`src/rtl/peripheral_dma.sv`:
```
// Memory-to-memory word-copy engine: CPU-programmed register face plus a
// native-bus initiator face that reads one word, then writes it, per step.
module peripheral_dma #(
  parameter int unsigned LEN_W = 16
) (
  input  logic        clk,
  input  logic        reset,
  input  logic [31:0] d_in,
  input  logic        cs,
  input  logic [4:0]  addr,
  input  logic        rd,
  input  logic        wr,
  output logic [31:0] d_out,
  output logic [31:0] mem_addr,
  input  logic [31:0] mem_rdata,
  output logic        mem_rstrb,
  input  logic        mem_rbusy,
  output logic [31:0] mem_wdata,
  output logic [3:0]  mem_wmask,
  input  logic        mem_wbusy,
  output logic        irq
);

  localparam logic [1:0] S_IDLE  = 2'd0;
  localparam logic [1:0] S_RD    = 2'd1;
  localparam logic [1:0] S_RWAIT = 2'd2;
  localparam logic [1:0] S_WR    = 2'd3;

  localparam logic [4:0] A_SRC    = 5'h00;
  localparam logic [4:0] A_DST    = 5'h04;
  localparam logic [4:0] A_LEN    = 5'h08;
  localparam logic [4:0] A_CTRL   = 5'h0C;
  localparam logic [4:0] A_STATUS = 5'h10;
  localparam logic [4:0] A_REMAIN = 5'h14;

  localparam logic [LEN_W-1:0] LEN_ONE = LEN_W'(1);

  logic [1:0]       state_q, state_d;
  logic [31:0]      src_q, src_d;
  logic [31:0]      dst_q, dst_d;
  logic [LEN_W-1:0] len_q, len_d;
  logic [31:0]      wsrc_q, wsrc_d;
  logic [31:0]      wdst_q, wdst_d;
  logic [LEN_W-1:0] remain_q, remain_d;
  logic [31:0]      wdata_q, wdata_d;
  logic [31:0]      d_out_q, d_out_d;
  logic             done_q, done_d;
  logic             aborted_q, aborted_d;
  logic             abort_pend_q, abort_pend_d;

  logic reg_wr, reg_rd, busy, start_req, abort_req, abort_now;

  always_comb begin
    reg_wr    = cs & wr;
    reg_rd    = cs & rd;
    busy      = (state_q != S_IDLE);
    start_req = reg_wr && (addr == A_CTRL) && d_in[0];
    abort_req = reg_wr && (addr == A_CTRL) && d_in[1];
    // An abort arriving on the very edge a word completes still ends the run there.
    abort_now = abort_pend_q | (abort_req & busy);

    state_d      = state_q;
    src_d        = src_q;
    dst_d        = dst_q;
    len_d        = len_q;
    wsrc_d       = wsrc_q;
    wdst_d       = wdst_q;
    remain_d     = remain_q;
    wdata_d      = wdata_q;
    d_out_d      = d_out_q;
    done_d       = done_q;
    aborted_d    = aborted_q;
    abort_pend_d = abort_pend_q;

    if (reg_rd) begin
      case (addr)
        A_SRC:    d_out_d = src_q;
        A_DST:    d_out_d = dst_q;
        A_LEN:    d_out_d = 32'(len_q);
        A_STATUS: d_out_d = {29'd0, aborted_q, done_q, busy};
        A_REMAIN: d_out_d = 32'(remain_q);
        default:  d_out_d = '0;
      endcase
    end

    if (reg_wr && !busy) begin
      case (addr)
        A_SRC:   src_d = {d_in[31:2], 2'b00};
        A_DST:   dst_d = {d_in[31:2], 2'b00};
        A_LEN:   len_d = d_in[LEN_W-1:0];
        default: ;
      endcase
    end

    if (abort_req && busy) abort_pend_d = 1'b1;

    case (state_q)
      S_IDLE: begin
        if (start_req) begin
          aborted_d    = 1'b0;
          abort_pend_d = 1'b0;
          if (len_q != '0) begin
            wsrc_d   = src_q;
            wdst_d   = dst_q;
            remain_d = len_q;
            done_d   = 1'b0;
            state_d  = S_RD;
          end else begin
            done_d = 1'b1;
          end
        end
      end
      S_RD: state_d = S_RWAIT;
      S_RWAIT: begin
        if (!mem_rbusy) begin
          wdata_d = mem_rdata;
          state_d = S_WR;
        end
      end
      S_WR: begin
        if (!mem_wbusy) begin
          remain_d = (remain_q != '0) ? remain_q - LEN_ONE : '0;
          wsrc_d   = wsrc_q + 32'd4;
          wdst_d   = wdst_q + 32'd4;
          if (remain_q <= LEN_ONE || abort_now) begin
            state_d      = S_IDLE;
            abort_pend_d = 1'b0;
            done_d       = ~abort_now;
            aborted_d    = abort_now;
          end else begin
            state_d = S_RD;
          end
        end
      end
      default: state_d = S_IDLE;
    endcase
  end

  always_ff @(posedge clk or posedge reset) begin
    if (reset) begin
      state_q      <= S_IDLE;
      src_q        <= '0;
      dst_q        <= '0;
      len_q        <= '0;
      wsrc_q       <= '0;
      wdst_q       <= '0;
      remain_q     <= '0;
      wdata_q      <= '0;
      d_out_q      <= '0;
      done_q       <= 1'b0;
      aborted_q    <= 1'b0;
      abort_pend_q <= 1'b0;
    end else begin
      state_q      <= state_d;
      src_q        <= src_d;
      dst_q        <= dst_d;
      len_q        <= len_d;
      wsrc_q       <= wsrc_d;
      wdst_q       <= wdst_d;
      remain_q     <= remain_d;
      wdata_q      <= wdata_d;
      d_out_q      <= d_out_d;
      done_q       <= done_d;
      aborted_q    <= aborted_d;
      abort_pend_q <= abort_pend_d;
    end
  end

  always_comb begin
    mem_rstrb = (state_q == S_RD);
    mem_wmask = (state_q == S_WR) ? 4'hF : 4'h0;
    case (state_q)
      S_RD, S_RWAIT: mem_addr = wsrc_q;
      S_WR:          mem_addr = wdst_q;
      default:       mem_addr = '0;
    endcase
  end

  assign mem_wdata = wdata_q;
  assign d_out     = d_out_q;
  assign irq       = done_q;

endmodule

```
`config.mk`:
```
export PLATFORM = sky130hd
export DESIGN_NAME = peripheral_dma
export DESIGN_NICKNAME = d
export VERILOG_FILES = /design/src/rtl/peripheral_dma.sv
export SDC_FILE = /design/constraint.sdc
export NUM_CORES = 1
export LEC_CHECK = 0
export BUFFER_PORTS_ARGS = -buffer_cell sky130_fd_sc_hd__clkbuf_2
export CAP_MARGIN = 20
export CELL_PAD_IN_SITES_DETAIL_PLACEMENT = 0
export CELL_PAD_IN_SITES_GLOBAL_PLACEMENT = 1
export CORE_AREA = 2 2 164 166
export CTS_BUF_LIST = sky130_fd_sc_hd__clkbuf_16
export DETAILED_ROUTE_END_ITERATION = 8
export DIE_AREA = 0 0 166 168
export PLACE_DENSITY = 0.75
export SYNTH_ARGS = -nofsm -noshare
export SYNTH_HDL_FRONTEND = slang
export SYNTH_SLANG_ARGS = --single-unit
```
`constraint.sdc`:
```
create_clock -name clk -period 8.2 [get_ports clk]
set_input_delay 0.82 -clock clk [delete_from_list [all_inputs] [get_ports clk]]
set_output_delay 0.82 -clock clk [all_outputs]
set_load 0.1 [all_outputs]
```
; ---- After elaboration in Yosys (flattened, before gate mapping)
; Cells that the tools add are included.
; Widths: inputs -> output; s select.
[word_totals]
ff_bits = 225
input_bits = 76
out_inout_bits = 102
[classes]
n_addsub = 3
n_lt_le_gt_ge = 1
n_eq_ne = 13
n_mux = 36
n_bitwise = 6
n_reduce_logical = 21
[ops]
columns = operator, count
row1 = $mux 32, 6
row2 = $pmux 32 s2, 3
row3 = $pmux 32 s5, 1
row4 = $add 32x3->32 const B, 2
row5 = $mux 16, 4
row6 = $pmux 16 s2, 1
row7 = $reduce_bool 16->1, 2
row8 = $le 16x1->1 const B, 1
row9 = $sub 16x1->16 const B, 1
row10 = $mux 1, 12
row11 = $reduce_and 4->1, 3
row12 = $eq 5x4->1 const B, 2
row13 = $eq 5x5->1 const B, 2
row14 = $ne 2x2->1 const B, 5
row15 = $mux 2, 4
row16 = $pmux 2 s4, 1
row17 = $reduce_and 2->1, 4
row18 = $pmux 1 s2, 3
row19 = $eq 5x3->1 const B, 1
row20 = $logic_and 1x1->1, 5
row21 = $logic_not 5->1, 1
row22 = $eq 2x2->1 const B, 2
row23 = $mux 4, 1
row24 = $reduce_bool 2->1, 2
row25 = 8 further kinds, 11

; ---- Longest topological paths before layout
[depth]
ltp_word = 9
depth_mapped = 9
ltp_nobuf = 7

; ---- Least setup slack after synthesis
; Ideal clock, no wire load.
[synth_path]
path_type = register to output
startpoint = reg state_q[1]
endpoint = out mem_addr[10]
arrival_time_ns = 3.802
required_time_ns = 7.380
path_slack_ns = 3.578
stages_incl_launch_ff = 7
cell_sequence = dfrtp_1 > ha_1 > clkbuf_1 > clkbuf_1 > buf_1 > nand2_1 > a21oi_1
[synth_between]
elab_chain_cells = 3
elab_cells_between_ends = 5
[synth_rtl]
columns = element, line_no
row1 = "start, declared", 38  ; logic [1:0] state_q, state_d;
row2 = "start signal, assigned", 154  ; state_q <= state_d;
row3 = $eq 2x1->1 / $eq 2x2->1 (equally long branches), 172  ; case (state_q)
row4 = $reduce_or 2->1, 172
row5 = $pmux 32 s2 *, 172
row6 = "end, declared", 14  ; output logic [31:0] mem_addr,
; Every way passes the cells marked *; elsewhere a longest branch is shown, timed or not.

; ---- Worst setup path in the final report
[layout_path]
startpoint = reg state_q[1]
endpoint = out mem_addr[23]
; Same word-level chain as after synthesis.

==> impl_metrics.tcl <==
set metrics [dict create \
    cts_max_level 1 \
    firstDrtPassIters 6 \
    critical_path.max_stage_delay_ns 0.75 \
    clk_path_buf_depth 3 \
    start_util_pct 43.1 \
    status "finished clean" \
    fmax_ghz 0.241 \
    critPathBufInv 2 \
    drc 0 \
    gr-total-overflow 0 \
    vias_per_cell 6.10 \
    finalClockSkew_ns 0.0126 \
    synthTopCellsByCount "dfrtp_1, nand2_1, mux2_2" \
    core_area_mm2 0.0264 \
    drv_slew 0 \
    cts.sink_count 221 \
    netlist_instances 1140 \
    drt_iter0_drc 918 \
    fin_crit_ns 4.16 \
    die_area_mm2 0.0279 \
    nets 1353 \
    grt_usage_pct 24.6 \
    post_cts_buffers 0 \
    final_area_mm2 0.0134 \
    worstPathRequired_ns 7.38 \
    rows 60 \
    synth_fa_ha_area_share_pct 0.991 \
    min_path_type "input pin to async pin" \
    antenna_found_initial 0 \
    critPathLaunchType "flop" \
    gp_congestion 0.868 \
    place_area_mm2 0.0124 \
    syn_area_per_cell_um2 9.96 \
    arrival_ns 3.34 \
    io_buffers 175 \
    synthMuxAreaShare_pct 11.0 \
    ff_latch_area_mm2 0.00553 \
    post-route-period-util_pct 50.7 \
    grt_max_degree 99 \
    die_h_um 168 \
    grt_pass1_vias 9449 \
    synth_top_family_by_area "compound AO/OA/AOI/OAI gates" \
    final_antenna_net_count 0 \
    yosys.area_share.simple_pct 15.6 \
    num_antenna_cells 0 \
    worstPathCellList "ha_4 > buf_4 > nand2_1 > a21oi_1 > clkbuf_2" \
    io_pins 178 \
    cts_buffers 26 \
    synth-xor-area-share_pct 0 \
    dp.cells 1579 \
    utilization_pct 50.8 \
    critPathKind "flop to output pin" \
    wl_per_cell_um 21.4 \
    clockRootBuffer "clkbuf_16" \
    multi_input_area_mm2 0.00541 \
    synth_ff_type "dfrtp_1" \
    cp-end-kind "output pin" \
    path_delay_family "buffers and inverters" \
    synth_edf_count 0 \
    cts_resized 0 \
    worst_skew_pair.late_latency_ns 0.53 \
    final-instance-count-excl-fill 1629 \
    finalHoldViolCount 0 \
    drv_cap 0 \
    fillers 2443 \
    synth.top_cell.area_share_pct 48.7 \
    syn_area_mm2 0.0114 \
    place.detailed.hpwl_um 24200 \
    synth_async_sr_flop_share_pct 100 \
    tightest_slew_ns 1.04 \
    clkSlewWorstSetupHoldPaths_ns 0.06 \
    critPathSlowestCell "buf_4" \
    synth_cell_type_count 65 \
    synth_compound_area_share_pct 19.6 \
    cts_tree "done" \
    path_max_fanout 84 \
    grt_pass1_wl_um 55300 \
    rsz0062_at_grt "false" \
    syn2layout_area_growth_pct 17.7 \
    die_w_um 166 \
    yosysMostFrequentCell "dfrtp_1" \
    finalSetupTns_ns 0 \
    synth_seq_cells 221 \
    yosysWarnings 0 \
    yosys-top-cells-area "dfrtp_1, mux2_2, nand2_1" \
    yosys.area.top_type "dfrtp_1" \
    finalSetupViolations 0 \
    drive_above_1_share_pct 27.6 \
    seq_area_frac_synth_pct 48.7 \
    slew_headroom_pct 30.0 \
    vias 9945 \
    cts_hold_buf 0 \
    wirelength_um 34900 \
]
## placed cells by master (no fill, tap or decap), drive strengths merged, types with 8 or more instances in the layout
cell     netlist  final
buf           31     17
dfrtp        221    221
nand4         22     22
a22oi         36     36
nand2        123    123
and3          16     16
mux2         105    105
nor3          19     19
ha             9      9
clkinv         0      8
a21oi         84     84
nor4          12     12
a32oi         16     16
a21o          16     16
o22ai         34     34
nor2          53     53
a222oi        14     14
inv           16     22
a2bb2oi       22     22
or4           15     15
clkbuf        62    202
o21ai         74     74
nand3         52     52
## worst reg2reg max path, stage by stage (launching register included)
cell	delay [ns]
dfrtp_1	0.45
ha_4	0.68
inv_1	0.37
a21oi_1	0.35
a31oi_4	0.40
buf_4	0.44
or4_1	0.53
nand3_1	0.10
## final cells by class
cell class / count / share of cell area, %
clock inverter: 21 / 1.83
inverter: 16 / 0.505
tap: 341 / 3.19
sequential: 221 / 41.4
clock buffer: 27 / 5.05
multi-input combinational: 811 / 40.5
timing repair buffer: 192 / 7.59
## final timing paths
kind / startpoint / cells past startpoint / end / slack, ns
min in group clk: d_out[0] / 2 / d_out[0] / 0.48
max reg2reg: state_q[1] / 7 / wsrc_q[7] / 4.81
min reg2reg: d_out[0] / 2 / d_out[0] / 0.48
max in group asynchronous: reset / 3 / mem_wdata[1] / 6.42
min: reset / 2 / mem_wdata[9] / 0.40
max: state_q[1] / 5 / mem_addr[23] / 4.04
## cell families (layout without fill, tap and decap cells)
| family | count (synthesis) | after routing |
|---|---|---|
| simple gates | 352 | 352 |
| compound gates | 336 | 336 |
| flops | 221 | 221 |
| mux | 112 | 112 |
| buf+inv | 109 | 256 |
| fa+ha+maj | 9 | 9 |
| other cells | 1 | 2 |
## sequential cells by signal (all words and copies together) (netlist names), 2 cells and up
signal / flops
wsrc_q: 30
wdst_q: 30
state_q: 2
remain_q: 16
dst_q: 30
mem_wdata: 32
d_out: 32
src_q: 30
len_q: 16
## layer usage
layer	global-route usage (%)	vias up	share of wire, %
li1	-	4553	-
met5	0	-	0
met2	34.8	416	42
met1	38.2	4921	48
met3	5.15	55	8.1
met4	6.43	0	2.2
## per-stage QoR
step | hold WS, ns | setup slack [ns]
after floorplan | 0.478 | 1.33
after global placement | 0.459 | 4.70
after detailed placement | 0.466 | 4.65
after CTS | 0.451 | 4.07
after global routing | 0.466 | 3.82
final | 0.400 | 4.04
Power is not shown: default switching activity piles up to over one toggle a cycle in this logic, so the estimate is an artifact.
